$ cat config.mk
export PLATFORM = sky130hd
export DESIGN_NAME = invader_formation_flat
export DESIGN_NICKNAME = d
export VERILOG_FILES = /design/src/rtl/invader_formation_pkg.sv /design/src/rtl/invader_formation_if.sv /design/src/rtl/formation_extent.sv /design/src/rtl/invader_formation.sv /design/src/flat_wrapper.sv
export SDC_FILE = /design/constraint.sdc
export NUM_CORES = 1
export LEC_CHECK = 0
export CORE_MARGIN = 2
export CORE_UTILIZATION = 65
export DETAILED_ROUTE_END_ITERATION = 6
export DONT_BUFFER_PORTS = 1
export PLACE_DENSITY_LB_ADDON = 0.15
export SYNTH_ARGS = -nofsm -noshare
export SYNTH_HDL_FRONTEND = slang
export SYNTH_SLANG_ARGS = --single-unit
$ cat constraint.sdc
create_clock -name clk -period 7.4 [get_ports clk]
set_input_delay 0.74 -clock clk [delete_from_list [all_inputs] [get_ports clk]]
set_output_delay 0.74 -clock clk [all_outputs]
set_load 0.01 [all_outputs]
$ cat src/rtl/invader_formation_pkg.sv
// invader_formation_pkg: shared formation geometry, screen limits, step sizes and state encodings.
package invader_formation_pkg;
   localparam int INVADERS_H        = 11;
   localparam int INVADERS_V        = 5;
   localparam int INVADERS_N        = INVADERS_H * INVADERS_V;
   localparam int INVADERS_OFFSET_H = 32;
   localparam int INVADERS_OFFSET_V = 32;
   localparam int START_X           = 64;
   localparam int START_Y           = 48;
   localparam int STEP_X            = 4;
   localparam int STEP_Y            = 16;
   localparam int LEFT_LIMIT        = 16;
   localparam int RIGHT_LIMIT       = 624;
   localparam int BOTTOM_LIMIT      = 400;
   localparam int MIN_PERIOD        = 2;

   typedef enum logic [1:0] {IDLE, MARCH, CLEARED, LANDED} state_e;
   typedef enum logic {DIR_RIGHT, DIR_LEFT} dir_e;
endpackage

$ cat src/rtl/invader_formation_if.sv
// invader_formation_if: control inputs and formation state outputs between the game logic and the formation.
interface invader_formation_if;
   import invader_formation_pkg::*;
   logic                  frame;
   logic                  start;
   logic                  hit_valid;
   logic [5:0]            hit_index;
   logic [INVADERS_N-1:0] invaders;
   logic [9:0]            invaders_x;
   logic [9:0]            invaders_y;
   logic [5:0]            alive_count;
   logic                  wave_clear;
   logic                  landed;
   logic                  marching;

   modport master (
      output frame, start, hit_valid, hit_index,
      input  invaders, invaders_x, invaders_y, alive_count, wave_clear, landed, marching
   );
   modport slave (
      input  frame, start, hit_valid, hit_index,
      output invaders, invaders_x, invaders_y, alive_count, wave_clear, landed, marching
   );
endinterface

$ cat src/rtl/formation_extent.sv
// formation_extent: leftmost/rightmost occupied column and lowest occupied row of the alive mask.
module formation_extent
   import invader_formation_pkg::*;
(
   input  logic [INVADERS_N-1:0] mask_i,
   output logic [3:0]            lcol_o,
   output logic [3:0]            rcol_o,
   output logic [2:0]            brow_o,
   output logic                  any_alive_o
);
   logic [INVADERS_H-1:0] col_any;
   logic [INVADERS_V-1:0] row_any;

   always_comb begin
      col_any = '0;
      row_any = '0;
      for (int r = 0; r < INVADERS_V; r++)
         for (int c = 0; c < INVADERS_H; c++) begin
            col_any[c] = col_any[c] | mask_i[r*INVADERS_H+c];
            row_any[r] = row_any[r] | mask_i[r*INVADERS_H+c];
         end
      lcol_o = '0;
      rcol_o = '0;
      brow_o = '0;
      for (int c = INVADERS_H - 1; c >= 0; c--) if (col_any[c]) lcol_o = 4'(c);
      for (int c = 0; c < INVADERS_H; c++) if (col_any[c]) rcol_o = 4'(c);
      for (int r = 0; r < INVADERS_V; r++) if (row_any[r]) brow_o = 3'(r);
   end

   assign any_alive_o = |mask_i;
endmodule

$ cat src/rtl/invader_formation.sv
// invader_formation: alien alive mask and formation origin, marched once per period of frames,
// with hit clearing, edge descend/reverse, wave-cleared pulse and landed flag.
module invader_formation
   import invader_formation_pkg::*;
(
   input logic                clk,
   input logic                arst_n,
   invader_formation_if.slave bus
);
   state_e                state_q, state_d;
   dir_e                  dir_q, dir_d;
   logic [INVADERS_N-1:0] mask_q, mask_d;
   logic [9:0]            x_q, x_d, y_q, y_d;
   logic [5:0]            cnt_q, cnt_d, alive_q, alive_d;
   logic                  landed_q, landed_d, wclr_q, wclr_d;
   logic [3:0]            lcol, rcol;
   logic [2:0]            brow;
   logic                  any_alive;
   logic [5:0]            period;
   logic                  due, hit_ok, step_ok, land_hit;
   logic [10:0]           xw, desc_y, new_right;
   logic signed [10:0]    new_left;

   formation_extent u_ext (
      .mask_i      (mask_q),
      .lcol_o      (lcol),
      .rcol_o      (rcol),
      .brow_o      (brow),
      .any_alive_o (any_alive)
   );

   // Extents come from the registered (pre-hit) mask so a coincident hit cannot shift this frame's move.
   assign xw        = {1'b0, x_q};
   assign new_right = xw + 11'((int'(rcol) + 1) * INVADERS_OFFSET_H + STEP_X);
   assign new_left  = $signed(xw + 11'(int'(lcol) * INVADERS_OFFSET_H) - 11'(STEP_X));
   assign desc_y    = {1'b0, y_q} + 11'(STEP_Y);
   assign land_hit  = desc_y + 11'((int'(brow) + 1) * INVADERS_OFFSET_V) >= 11'(BOTTOM_LIMIT);
   assign step_ok   = dir_q == DIR_RIGHT ? new_right <= 11'(RIGHT_LIMIT)
                                         : new_left >= $signed(11'(LEFT_LIMIT));
   assign period    = alive_q < 6'(MIN_PERIOD) ? 6'(MIN_PERIOD) : alive_q;
   assign due       = cnt_q >= period - 6'd1;
   assign hit_ok    = bus.hit_valid && bus.hit_index < 6'(INVADERS_N) && mask_q[bus.hit_index];

   always_comb begin
      state_d  = state_q;
      dir_d    = dir_q;
      mask_d   = mask_q;
      x_d      = x_q;
      y_d      = y_q;
      cnt_d    = cnt_q;
      alive_d  = alive_q;
      landed_d = landed_q;
      wclr_d   = 1'b0;
      if (bus.start) begin
         state_d  = MARCH;
         dir_d    = DIR_RIGHT;
         mask_d   = '1;
         x_d      = 10'(START_X);
         y_d      = 10'(START_Y);
         cnt_d    = '0;
         alive_d  = 6'(INVADERS_N);
         landed_d = 1'b0;
      end else if (state_q == MARCH) begin
         if (bus.frame) begin
            cnt_d = due ? '0 : cnt_q + 6'd1;
            if (due && any_alive) begin
               if (step_ok) begin
                  x_d = dir_q == DIR_RIGHT ? x_q + 10'(STEP_X) : x_q - 10'(STEP_X);
               end else begin
                  y_d   = desc_y[9:0];
                  dir_d = dir_q == DIR_RIGHT ? DIR_LEFT : DIR_RIGHT;
                  if (land_hit) begin
                     landed_d = 1'b1;
                     state_d  = LANDED;
                  end
               end
            end
         end
         if (hit_ok) begin
            mask_d[bus.hit_index] = 1'b0;
            alive_d = alive_q - 6'd1;
            if (alive_q == 6'd1) begin
               wclr_d  = 1'b1;
               state_d = CLEARED;
            end
         end
      end
   end

   always_ff @(posedge clk or negedge arst_n) begin
      if (!arst_n) begin
         state_q  <= IDLE;
         dir_q    <= DIR_RIGHT;
         mask_q   <= '0;
         x_q      <= 10'(START_X);
         y_q      <= 10'(START_Y);
         cnt_q    <= '0;
         alive_q  <= '0;
         landed_q <= 1'b0;
         wclr_q   <= 1'b0;
      end else begin
         state_q  <= state_d;
         dir_q    <= dir_d;
         mask_q   <= mask_d;
         x_q      <= x_d;
         y_q      <= y_d;
         cnt_q    <= cnt_d;
         alive_q  <= alive_d;
         landed_q <= landed_d;
         wclr_q   <= wclr_d;
      end
   end

   assign bus.invaders    = mask_q;
   assign bus.invaders_x  = x_q;
   assign bus.invaders_y  = y_q;
   assign bus.alive_count = alive_q;
   assign bus.wave_clear  = wclr_q;
   assign bus.landed      = landed_q;
   assign bus.marching    = state_q == MARCH;
endmodule

$ cat src/flat_wrapper.sv
// flat-port wrapper written by rule: the top's interface ports become plain ports
module invader_formation_flat import invader_formation_pkg::*;
  (clk, arst_n, bus_frame, bus_start, bus_hit_valid, bus_hit_index, bus_invaders, bus_invaders_x, bus_invaders_y, bus_alive_count, bus_wave_clear, bus_landed, bus_marching);
  invader_formation_if bus_i ();
  input logic clk;
  input logic arst_n;
  input wire logic [$bits(bus_i.frame)-1:0] bus_frame;
  input wire logic [$bits(bus_i.start)-1:0] bus_start;
  input wire logic [$bits(bus_i.hit_valid)-1:0] bus_hit_valid;
  input wire logic [$bits(bus_i.hit_index)-1:0] bus_hit_index;
  output wire logic [$bits(bus_i.invaders)-1:0] bus_invaders;
  output wire logic [$bits(bus_i.invaders_x)-1:0] bus_invaders_x;
  output wire logic [$bits(bus_i.invaders_y)-1:0] bus_invaders_y;
  output wire logic [$bits(bus_i.alive_count)-1:0] bus_alive_count;
  output wire logic [$bits(bus_i.wave_clear)-1:0] bus_wave_clear;
  output wire logic [$bits(bus_i.landed)-1:0] bus_landed;
  output wire logic [$bits(bus_i.marching)-1:0] bus_marching;
  assign bus_i.frame = bus_frame;
  assign bus_i.start = bus_start;
  assign bus_i.hit_valid = bus_hit_valid;
  assign bus_i.hit_index = bus_hit_index;
  assign bus_invaders = bus_i.invaders;
  assign bus_invaders_x = bus_i.invaders_x;
  assign bus_invaders_y = bus_i.invaders_y;
  assign bus_alive_count = bus_i.alive_count;
  assign bus_wave_clear = bus_i.wave_clear;
  assign bus_landed = bus_i.landed;
  assign bus_marching = bus_i.marching;
  invader_formation u_core (.clk(clk), .arst_n(arst_n), .bus(bus_i));
endmodule
# After elaboration in Yosys (flattened, before gate mapping)
# Cells that the tools add are included.
# Widths: inputs -> output; s select.
# word_totals
register_bits	92
out_inout_bits	84
word_cells	211
# classes
reduce_logical	16
muxes	76
n_bitwise	86
n_addsub	13
n_eq_ne	3
order_cmp	8
# ops
op	count
$mux 55	3
$mux 10	11
$or 1x1->1	84
$mux 4	15
$and 55x55->55	1
$not 55->55	1
$reduce_or 55->1	1
$mux 6	8
$mux 1	21
$mux 2	10
$mux 3	6
$reduce_bool 2->1	6
$sub 6x1->6 const B	2
$add 10x11->11	1
$add 10x5->11 const B	1
$add 10x9->11	1
$add 11x11->11	1
$add 11x4->11 const B	1
$ge 11x6->1 const B	1
$ge 11x9->1 const B	1
$le 11x10->1 const B	1
$sub 11x3->11 const B	1
$add 10x3->10 const B	1
$sub 10x3->10 const B	1
17 further kinds	22

# Longest topological paths before layout
# depth
depth_word	26
mapped_depth	20

# Modules after synthesis
# Synthesis repeated with hierarchy kept, for this count alone.
# unflattened
cells_unflattened	691
hier_area_um2	6092.1
# by_module_without_submodules
module	instances	area_each_um2	seq_area_each_um2	cells_each
invader_formation	1	5580.4	2155.8	613
formation_extent	1	511.7	0.0	78

# Worst setup path after synthesis
# No wires, ideal clock.
# synth_path
path_kind	register -> register
startpoint	register u_core.mask_q[12], in the netlist u_core.bus.invaders[12]
endpoint	register u_core.y_q[9], in the netlist u_core.bus.invaders_y[9]
setup_slack_ns	3.514
setup_ns	0.078
n_path_buf	0
arrival_time_ns	3.808
path_stages_with_launch	19
synth_period_minus_slack_ns	3.886
path_cell_list	dfrtp_1 -> or4_1 -> nor2_1 -> nor2_1 -> o21ai_0 -> a21oi_1 -> o21ai_0 -> a21o_1 -> inv_1 -> ha_1 -> ha_1 -> a21oi_1 -> nand2_1 -> a31oi_1 -> mux2_2 -> o21ai_2 -> nand3_2 -> or3_1 -> a21oi_1
# synth_between
elab_chain_cells	21
word_cells_on_any_way	29
# synth_lines
element	line_no	text
start, declared	invader_formation.sv:12	logic [INVADERS_N-1:0] mask_q, mask_d;
start signal, assigned	invader_formation.sv:104	mask_q <= mask_d;
$or 1x1->1 (4 in a row)	formation_extent.sv:19	col_any[c] = col_any[c] | mask_i[r*INVADERS_H+c];
$mux 1	formation_extent.sv:26	for (int c = 0; c < INVADERS_H; c++) if (col_any[c]) rcol_o = 4'(c);
$mux 2 (2 in a row)	formation_extent.sv:26	
$mux 3 (3 in a row)	formation_extent.sv:26	
$mux 4 (4 in a row)	formation_extent.sv:26	
$add 4x1->5	invader_formation.sv:34	assign new_right = xw + 11'((int'(rcol) + 1) * INVADERS_OFFSET_H + STEP_X);
$add 11x4->11	invader_formation.sv:34	
$add 10x11->11	invader_formation.sv:34	
$le 11x10->1	invader_formation.sv:38	assign step_ok = dir_q == DIR_RIGHT ? new_right <= 11'(RIGHT_LIMIT)
$mux 1	invader_formation.sv:38	
$ne 2x2->1 (no source line)	n/a	
$reduce_and 4->1 (no source line) (*)	n/a	
end signal, assigned	invader_formation.sv:96	y_q <= 10'(START_Y);
end signal, assigned	invader_formation.sv:106	y_q <= y_d;
end, declared	invader_formation.sv:13	logic [9:0] x_q, x_d, y_q, y_d;
# Every way passes the cells marked *; elsewhere a longest branch is shown, timed or not.
# A chain may end at the register's enable or synchronous reset.

# Worst setup path after layout
# layout_path
startpoint	register u_core.mask_q[23], in the netlist u_core.bus.invaders[23]
endpoint	register u_core.x_q[7], in the netlist u_core.bus.invaders_x[7]
# layout_between
elab_chain_cells	20
word_cells_on_any_way	28
# layout_lines
element	line_no	text
$or 1x1->1 (3 in a row)	formation_extent.sv:19	
$mux 1	formation_extent.sv:26	
$mux 2 (2 in a row)	formation_extent.sv:26	
$mux 3 (3 in a row)	formation_extent.sv:26	
$mux 4 (4 in a row)	formation_extent.sv:26	
$add 4x1->5	invader_formation.sv:34	
$add 11x4->11	invader_formation.sv:34	
$add 10x11->11	invader_formation.sv:34	
$le 11x10->1	invader_formation.sv:38	
$mux 1	invader_formation.sv:38	
$reduce_bool 2->1 (no source line)	n/a	
$reduce_and 4->1 (no source line) (*)	n/a	
end signal, assigned	invader_formation.sv:95	x_q <= 10'(START_X);
end, declared	invader_formation.sv:13	
# Marks and branches as above.

==> metrics <==
H-tree depth=3; Starting Density=66.60%; setup TNS=0 ps; Clock Power Share=37.3%; largest net degree at the start of global routing=87; Slew Limit Fails=0; top_reg_cell synth=dfrtp_1; port bufs=0; Compound-Gate Fraction of Synth Area=approximately a fifth; skew final=approximately 18 ps; fin crit period=about 4800 ps; CTS sink cnt=86; Placed Instance Area=6068 um2; CP startpoint kind=flip-flop; Setup WS pre-CTS=between 2000 and 3000 ps; Setup WS post-layout=2581 ps; share of layout cells above drive strength 1=approximately 6.8%; switching power=around 0.00024 W; adder-cell share of the synthesized area=8.744%; number of antenna diodes=0; CP endpoint kind=flip-flop; Crit path max-delay family=compound AO/OA/AOI/OAI gates; crit path kind=reg -> reg; Leak Pwr=between 2 and 2.5 nW; async set-or-reset flop fraction in the synthesized netlist=100.0%; TritonCTS clock tree=built; Post-Syn Instances=around 710; switching share of power=~28%; FF-to-FF Start=u_core.bus.invaders[23]; slowest stage delay, CP=just under 800 ps; M1 wire length=between 6000 and 7000 um; Hold Path Class=in -> async; Total GRT Usage=35.03%; remaining antenna violation count=0; RePlAce Congestion=a little under 1; commonest non-fill, non-tap cell in the layout=nor2_1; Post-Layout Inst Area=approximately 6300 um2; Top cell by count, worst path=nor2_1; worst vdd ir=~0.12 mV; Critical Path Sink=u_core.bus.invaders_x[7]; largest family of logic cells by synthesized area=simple AND/OR/NAND/NOR gates; CP required=around 7700 ps; CTS Buf Count=9; crit path max-delay cell type=a21boi_1; met3 WL post-DR=around 1800 um; Internal=0.0006301 W; DR top layer=met4; number of setup buffers added after CTS=0; Logic pwr share=about 7.6%; Sequential Power Share=~55%; Worst Path Max Fanout=11; DIE HEIGHT=101.1 um; Vias/cell=just under 7; Final Setup Violations=0; DR WL/cell=about 21 um; # hold bufs at CTS=0; slew margin rel.=22.42%; Met2 Wirelength=7832 um; hold_ws=roughly 43 ps; Post-synth EDFFs=0; crit share post-route=65.13%; Data arrival, critical path=approximately 5100 ps; reg-to-reg endpoint=u_core.bus.invaders_x[7]; XOR/XNOR Fraction of Synth Area=approximately 4.1%; number of synthesis warnings=0; vias in the first global route=between 5,000 and 6,000; DRC viols=0; flop-to-flop setup slack=approximately 2600 ps; core area=slightly above 9000 um2; post-synthesis mux area share=around 3.4%; f_max=207.5 MHz; Finished Core Util=between 60% and 70%; global-route wire length before repair=28,010 um; detailed placement HPWL=about 12,000 um; library cells used by synthesis=75; insertion delay to the later sink of the worst-skew pair=~380 ps; Routed WL=approximately 17,000 um; Final Hold Fails=0; RSZ-0062 raised after global routing=false; layout overhead on the synthesized area=2.084%; Max-Cap Viols=0; Avg Inst Size Synth=between 8 and 9 um2; FP Rows=35; DRT Pass-1 Iters=6; area of the die=~10,000 um2; CP Launch Point=u_core.bus.invaders[23]; Initial DRC Count=602; nets@finish=741; initial antenna violation count=0; maximum root-to-sink buffer count=2; r2r worst-path depth=18; cts repair resizes=0; commonest non-fill, non-tap cells in the layout=nor2_1 (99), dfrtp_1 (83), nand2_1 (38), a31oi_1 (38), ha_1 (38); Mapped Area=between 6000 and 7000 um2; worst-margin pin slew=between 1000 and 1500 ps; Root Buffer Master=clkbuf_8; clk slew on worst S/H paths=around 100 ps; total gr overflow=0; post-synthesis simple-gate area fraction=23.33%; status=finished, final reports clean; DR vias=5,551; I/O pin count=95; Die X=just over 100 um; #FFs+latches synth=86; WP depth=18; crit-path cells=or4_1 > nor2_1 > nor2_1 > o21ai_0 > a21oi_1 > o21ai_0 > a21o_1 > inv_1 > ha_1 > ha_1 > nor3_1 > a211oi_1 > or2_2 > a211oi_1 > o21ai_2 > a21boi_1 > mux2i_1 > nor2_1; pwr dens=139.0 nW/um2; WP buf/inv=1; sequential share of the synthesized area=approximately a third
registers in the layout, indices dropped and copies added (netlist names):
register	cells
u_core.bus.alive_count	6
u_core.bus.invaders	55
u_core.bus.invaders_x	8
u_core.bus.invaders_y	6
u_core.bus.landed	1
u_core.bus.wave_clear	1
u_core.cnt_q	6
u_core.dir_q	1
u_core.state_q	2
metrics by stage:
| step | std cells | power [W] |
|---|---|---|
| floorplan | 716 | 0.0005587 |
| global placement | 789 | 0.0005503 |
| detailed placement | 789 | 0.0005526 |
| CTS | 805 | 0.0008633 |
| global route | 805 | 0.0008939 |
| finish | 805 | 0.0008693 |
power by group through the flow:
stage	clock network, W	registers [W]	logic [W]
6_report	0.000324	0.000479	0.0000660
5_1_grt	0.000342	0.000480	0.0000724
4_1_cts	0.000319	0.000479	0.0000646
3_5_place_dp	0	0.000488	0.0000641
3_3_place_gp	0	0.000488	0.0000620
2_1_floorplan	0	0.000487	0.0000720
how the worst min path moves through the flow:
stage | start | end | slack, ps
2_1_floorplan | arst_n | u_core.bus.alive_count[0] | 440
5_1_grt | arst_n | u_core.bus.invaders[7] | 40
4_1_cts | arst_n | u_core.bus.invaders_x[2] | 50
6_report | arst_n | u_core.bus.invaders[15] | 40
3_3_place_gp | arst_n | u_core.bus.invaders[13] | 450
3_5_place_dp | arst_n | u_core.bus.invaders[2] | 450
logic make-up (layout without fill, tap and decap cells):
family | Yosys count | after routing
AOI/OAI and AO/OA | 171 | 171
and+or+nand+nor | 286 | 286
DFF | 86 | 86
muxes | 18 | 18
adders and majority gates | 41 | 41
other | 1 | 8
xor gates and xnor gates | 29 | 29
buffers and inverters | 77 | 55
synth_stat cells (8+ instances only):
| master | n | area, um2 |
|---|---|---|
| a21o_1 | 8 | 60.06 |
| a21oi_1 | 37 | 185.2 |
| a31oi_1 | 38 | 237.7 |
| and3_1 | 13 | 81.33 |
| buf_4 | 11 | 82.58 |
| clkbuf_1 | 16 | 60.06 |
| dfrtp_1 | 83 | 2077 |
| ha_1 | 38 | 475.5 |
| inv_1 | 35 | 131.4 |
| mux2i_1 | 9 | 90.09 |
| nand2_1 | 38 | 142.6 |
| nand3_1 | 32 | 160.2 |
| nor2_1 | 99 | 371.6 |
| nor2b_1 | 9 | 56.30 |
| nor3_1 | 30 | 150.1 |
| nor4_1 | 17 | 106.4 |
| o21ai_0 | 20 | 100.1 |
| xnor2_1 | 15 | 131.4 |
| xor2_1 | 14 | 122.6 |
area by class of cell:
class | count | area [um2]
multi-input combinational | 553 | 3616
sequential | 86 | 2156
tap | 111 | 138.9
inverter | 36 | 135.1
clock inverter | 6 | 46.29
clock buffer | 10 | 137.6
timing repair buffer | 3 | 22.52
fill | 751 | 2944
metal layers:
| layer | up-vias | global-route usage [%] |
|---|---|---|
| li1 | 2529 | - |
| met1 | 2626 | 46.22 |
| met2 | 321 | 53.74 |
| met3 | 75 | 8.530 |
| met4 | 0 | 17.78 |
| met5 | - | 0 |
No activity file was read; power rests on OpenSTA's default activity.
